===== config.mk =====
export PLATFORM = sky130hd
export DESIGN_NAME = cla_nibble_seq_adder
export DESIGN_NICKNAME = d
export VERILOG_FILES = /design/src/rtl/cla_nibble_seq_adder.sv
export SDC_FILE = /design/constraint.sdc
export NUM_CORES = 1
export LEC_CHECK = 0
export BUFFER_PORTS_ARGS = -buffer_cell sky130_fd_sc_hd__buf_2
export CORE_UTILIZATION = 60
export CTS_BUF_LIST = sky130_fd_sc_hd__clkbuf_8
export DETAILED_ROUTE_END_ITERATION = 8
export PLACE_DENSITY = 0.87
export SYNTH_ARGS = -nofsm -noshare
export SYNTH_HDL_FRONTEND = slang
export SYNTH_SLANG_ARGS = --single-unit

===== constraint.sdc =====
create_clock -name clk -period 6.2 [get_ports clk]
set_clock_uncertainty 0.05 [all_clocks]
set_input_delay 1.24 -clock clk [delete_from_list [all_inputs] [get_ports clk]]
set_output_delay 1.24 -clock clk [all_outputs]
set_load 0.05 [all_outputs]

===== src/rtl/cla_nibble_seq_adder.sv =====
// -----------------------------------------------------------------------------
// cla_nibble_seq_adder
//
// Purpose:
//   Sequential WIDTH-bit adder that processes one 4-bit nibble per clock
//   through a 4-bit carry look-ahead stage. Per-nibble generate/propagate
//   terms feed the look-ahead carries. Those carries form the nibble sum, and
//   the nibble carry-out is registered as the carry-in for the next nibble.
//
// Parameters:
//   WIDTH      operand width, a multiple of 4 and >= 4 (N = WIDTH/4 nibbles)
//
// Ports:
//   clk        rising-edge clock
//   rst        synchronous active-high reset
//   in_valid   operands/cin valid
//   in_ready   block can accept (IDLE and not in reset)
//   a, b       WIDTH-bit operands
//   cin        carry-in to nibble 0
//   out_valid  result valid (DONE state)
//   out_ready  consumer accepts the result
//   sum        a + b + cin modulo 2^WIDTH
//   cout       carry out of bit WIDTH-1
//   ovf        two's-complement overflow
//
// Optional feature macro:
//   CLA_OVF_EN  when defined, ovf is registered as C3^C2 of the top nibble.
//               When undefined, ovf is tied to 0 and has no register.
//
// Handshakes (valid/ready):
//   A transfer happens on a rising edge where valid && ready are both high.
//   valid must not depend on ready. On the input side, the operands are
//   sampled on the accept edge only. On the output side, out_valid and
//   sum/cout/ovf stay stable from the rise of out_valid until the transfer.
//
// Debug:
//   The FSM state is the internal signal state_q (type state_t).
// -----------------------------------------------------------------------------
module cla_nibble_seq_adder #(
   parameter int WIDTH = 16
) (
   input  logic             clk,
   input  logic             rst,
   input  logic             in_valid,
   output logic             in_ready,
   input  logic [WIDTH-1:0] a,
   input  logic [WIDTH-1:0] b,
   input  logic             cin,
   output logic             out_valid,
   input  logic             out_ready,
   output logic [WIDTH-1:0] sum,
   output logic             cout,
   output logic             ovf
);

   localparam int N  = WIDTH / 4;
   localparam int KW = (N > 1) ? $clog2(N) : 1;
   localparam logic [KW-1:0] K_LAST = KW'(N - 1);

   typedef enum logic [1:0] {
      IDLE = 2'd0,
      RUN  = 2'd1,
      DONE = 2'd2
   } state_t;

   state_t           state_q, state_d;
   logic [WIDTH-1:0] a_q, b_q;
   logic             carry_q;   // carry into nibble k (cin when k == 0)
   logic [KW-1:0]    k_q;
   logic [WIDTH-1:0] sum_q;
   logic             cout_q;

   logic             accept;
   logic             release_res;
   logic             last_nib;
   logic [KW+1:0]    base;
   logic [3:0]       g, p, nib_sum;
   logic [3:0]       c;         // look-ahead carries C3..C0

   assign in_ready    = (state_q == IDLE) && !rst;
   assign out_valid   = (state_q == DONE);
   assign accept      = in_valid && in_ready;
   assign release_res = out_valid && out_ready;
   assign last_nib    = (k_q == K_LAST);
   assign base        = {k_q, 2'b00};

   // One nibble of look-ahead logic; no ripple across the full width.
   always_comb begin
      g = a_q[base +: 4] & b_q[base +: 4];
      p = a_q[base +: 4] ^ b_q[base +: 4];
      c[0] = g[0] | (p[0] & carry_q);
      c[1] = g[1] | (p[1] & g[0]) | (p[1] & p[0] & carry_q);
      c[2] = g[2] | (p[2] & g[1]) | (p[2] & p[1] & g[0])
           | (p[2] & p[1] & p[0] & carry_q);
      c[3] = g[3] | (p[3] & g[2]) | (p[3] & p[2] & g[1])
           | (p[3] & p[2] & p[1] & g[0])
           | (p[3] & p[2] & p[1] & p[0] & carry_q);
      nib_sum = p ^ {c[2:0], carry_q};
   end

   // Next-state logic.
   always_comb begin
      state_d = state_q;
      case (state_q)
         IDLE:    if (accept) state_d = RUN;
         RUN:     if (last_nib) state_d = DONE;
         DONE:    if (release_res) state_d = IDLE;
         default: state_d = IDLE;
      endcase
   end

   always_ff @(posedge clk) begin
      if (rst) begin
         state_q <= IDLE;
      end else begin
         state_q <= state_d;
      end
   end

   // Datapath registers.
   always_ff @(posedge clk) begin
      if (rst) begin
         a_q     <= '0;
         b_q     <= '0;
         carry_q <= 1'b0;
         k_q     <= '0;
         sum_q   <= '0;
         cout_q  <= 1'b0;
      end else begin
         case (state_q)
            IDLE: begin
               if (accept) begin
                  a_q     <= a;
                  b_q     <= b;
                  carry_q <= cin;
                  k_q     <= '0;
               end
            end
            RUN: begin
               sum_q[base +: 4] <= nib_sum;
               carry_q          <= c[3];
               if (last_nib) begin
                  cout_q <= c[3];
               end else begin
                  k_q <= k_q + KW'(1);
               end
            end
            default: ;
         endcase
      end
   end

`ifdef CLA_OVF_EN
   logic ovf_q;

   // Carry into the MSB (C2) xor carry out of the MSB (C3) of the top nibble.
   always_ff @(posedge clk) begin
      if (rst) begin
         ovf_q <= 1'b0;
      end else if (state_q == RUN && last_nib) begin
         ovf_q <= c[3] ^ c[2];
      end
   end

   assign ovf = ovf_q;
`else
   assign ovf = 1'b0;
`endif

   assign sum  = sum_q;
   assign cout = cout_q;

endmodule


==> impl_metrics.tcl <==
set metrics [dict create \
    ys_types 39 \
    synth_top_area_share_pct 41.8 \
    combPwrFrac_pct 15.8 \
    track_usage_pct 25.3 \
    initial_core_util_pct 63.8 \
    ant_nets 0 \
    r2r-start "k_q[0]$_SDFFE_PP0P_" \
    totalWireLength_mm 5.16 \
    switching_share_pct 27.0 \
    p_per_area_nw_per_um2 234 \
    synthToLayoutAreaGrowth_pct 12.6 \
    syn_avg_cell_area_um2 9.34 \
    slew-limit-headroom_pct 41.5 \
    reg2reg_to "cout$_SDFFE_PP0P_" \
    wire_per_inst_um 13.9 \
    drive_gt1_share_pct 24.1 \
    cts_setup_buffers 0 \
    yosys_register_bits 54 \
    holdWs_ps 424 \
    path_max_fanout 60 \
    tightest_slew_ps 878 \
    worstSetupEndpoint "in_ready" \
    vdd.ir_drop.worst_mv 0.149 \
    port_buffers 55 \
    tns_ps 0 \
    syn_nets 326 \
    rows 23 \
    crit_type "in -> out" \
    period_share_pct 57.0 \
    synth_top_area_cell "dfxtp_1" \
    switching_power_uw 184 \
    antenna_cells 0 \
    synth_edf_count 0 \
    tritoncts "built" \
    vias 2050 \
    core-area_um2 4060 \
    cts_max_level 2 \
    synth_area_leaders "dfxtp_1 42%, nand2b_1 7.7%, o21ai_0 6.4%" \
    gp_congestion 0.827 \
    crit_chain "buf_2 -> nor3_1 -> buf_2" \
    status "completed" \
    setup_viol_count_final 0 \
    yosys_warnings 0 \
    power_frac_seq_pct 55.9 \
    clockBufferDepth 2 \
    overflow 0 \
    drc 0 \
    syn-instance-count 277 \
    cts-resized-gates 0 \
    final_net_count 370 \
    hold_viol 0 \
    ios 57 \
    grt_max_degree 67 \
    cellInternalPower_uw 498 \
    fp.dieArea_um2 4580 \
    rsz0062_at_grt "false" \
    antenna_found_initial 0 \
    fin_crit_ps 3530 \
    final-max-slew-violation-count 0 \
    cts_root_buf "clkbuf_8" \
    maxCapViolCount 0 \
    ff2ff_path_depth 6 \
    num-fill-cells 316 \
    cp-startpoint "rst" \
    first_global_vias 1897 \
    synthFlopType "dfxtp_1" \
    yosysSeqAreaShare_pct 41.8 \
    cp_common_cell "buf_2" \
    path_clk_slew_ps 80 \
    synth.cell_area_um2 2590 \
    critPathSlowestCell "buf_2" \
    async_reset_ff_share_pct 0 \
    cts_hold_buf 0 \
    grt_pass1_wl_mm 8.60 \
    die_x_um 67.7 \
    rrSetupSlack_ps 3060 \
    cpPeakStageDelay_ps 660 \
    cts_sinks 54 \
    timing.fmax_ghz 0.283 \
    drt-vias-per-instance 5.54 \
    p_clk_share_pct 28.3 \
    cp.arrival_ps 2240 \
    dr.pass1.iters 4 \
    fin_total_pwr_uw 682 \
    worstPathRequired_ps 4910 \
    hpwl_mm 3.59 \
    cts_buffers 5 \
    hold_class "reg -> reg" \
    insertion_delay_ps 310 \
    cp-end-kind "output pin" \
    fp.dieH_um 67.7 \
    drt_iter0_markers 161 \
    start_kind "input port" \
    p_leak_nw 1.20 \
]
-- area by class of cell --
class                      count  area [µm²]  share of cell area (%)
inverter                       7        26.3                   0.902
tap                           50        62.6                    2.15
multi-input combinational    197        1380                    47.3
sequential                    54        1080                    37.1
timing repair buffer          56         283                    9.70
clock buffer                   6        82.6                    2.83
-- power groups by stage --
stage / clock network, mW / registers [mW] / logic (mW)
after floorplan: 0 / 0.386 / 0.0801
after global placement: 0 / 0.388 / 0.104
after detailed placement: 0 / 0.389 / 0.108
after CTS: 0.194 / 0.381 / 0.108
after global routing: 0.208 / 0.384 / 0.120
final: 0.193 / 0.381 / 0.108
-- sequential cells by signal, indices dropped and copies added, names as in the netlist --
register	flops
a_q	16
b_q	16
carry_q	1
cout	1
k_q	2
state_q	2
sum	16
-- layout by cell type, fill, tap and decap left out --
cell and n:
buf_4 1, nand2b_1 32, o31ai_1 3, xnor2_1 1, mux4_2 7, nand2_1 38, a22oi_1 9, nand4bb_1 1
o22ai_1 1, o31ai_2 1, inv_1 7, nor3_1 3, fa_1 1, buf_2 55, a2111oi_0 1, nor3b_1 1
clkbuf_8 6, mux4_1 1, a32oi_1 4, nor2_1 19, a21oi_1 6, or2_2 2, nor4_4 1, nor2b_1 2
a211o_1 1, mux2i_1 1, xor2_1 1, nand3b_4 1, conb_1 1, ha_1 11, nand3b_1 6, nand3_1 2
nor4b_4 2, or3b_2 1, dfxtp_1 54, a21o_1 1, or3b_1 1, o21ai_0 33, a211oi_1 1
-- worst min path at each step --
| stage | startpoint | to | depth (start not counted) |
|---|---|---|---|
| detailed placement | a_q[11]$_SDFFE_PP0P_ | a_q[11]$_SDFFE_PP0P_ | 2 |
| global route | a_q[11]$_SDFFE_PP0P_ | a_q[11]$_SDFFE_PP0P_ | 2 |
| global placement | b_q[0]$_SDFFE_PP0P_ | b_q[0]$_SDFFE_PP0P_ | 2 |
| finish | b_q[13]$_SDFFE_PP0P_ | b_q[13]$_SDFFE_PP0P_ | 2 |
| CTS | a_q[11]$_SDFFE_PP0P_ | a_q[11]$_SDFFE_PP0P_ | 2 |
| floorplan | a_q[7]$_SDFFE_PP0P_ | a_q[7]$_SDFFE_PP0P_ | 2 |
-- cell usage after synthesis, types with 2 or more instances --
master / count
dfxtp_1: 54
nand2_1: 38
o21ai_0: 33
nand2b_1: 32
nor2_1: 19
ha_1: 11
a22oi_1: 9
clkbuf_1: 9
buf_4: 7
inv_1: 7
mux4_2: 7
a21oi_1: 6
nand3b_1: 6
a32oi_1: 4
buf_2: 3
nor3_1: 3
o31ai_1: 3
nand3_1: 2
nor2b_1: 2
nor4b_4: 2
or2_2: 2
-- metrics by stage --
stage	utilization [%]	std cells	worst slack [ps]	area, µm²
finish	71.8	370	2670	2910
global route	71.8	370	2540	2910
CTS	71.8	370	2650	2910
detailed placement	69.8	364	2660	2830
global placement	69.8	364	2690	2830
floorplan	-	277	2430	2590
-- routing by layer --
metal	wire [µm]	GRT usage, %	vias up
li1	-	-	1040
met1	2310	32.9	960
met2	2610	42.3	43
met3	177	4.56	7
met4	64	7.18	0
met5	0	0	-
-- worst max-delay path, delay by kind of cell --
family / cells / cell delay [ps]
buffers and inverters: 2 / 910
AND/OR/NAND/NOR: 1 / 90
-- cells by family (layout without fill, tap and decap cells) --
kind of cell	Yosys count	in the layout	synth area share (%)
multiplexers	9	9	7.50
buffers and inverters	26	69	4.93
XOR/XNOR	2	2	0.677
flip-flops	54	54	41.8
AO/OA/AOI/OAI	61	61	14.4
AND/OR/NAND/NOR	112	112	24.5
other	1	1	0.145
adder cells (fa/ha/maj)	12	12	6.09
Note: power is estimated with default switching activity, not from simulation.
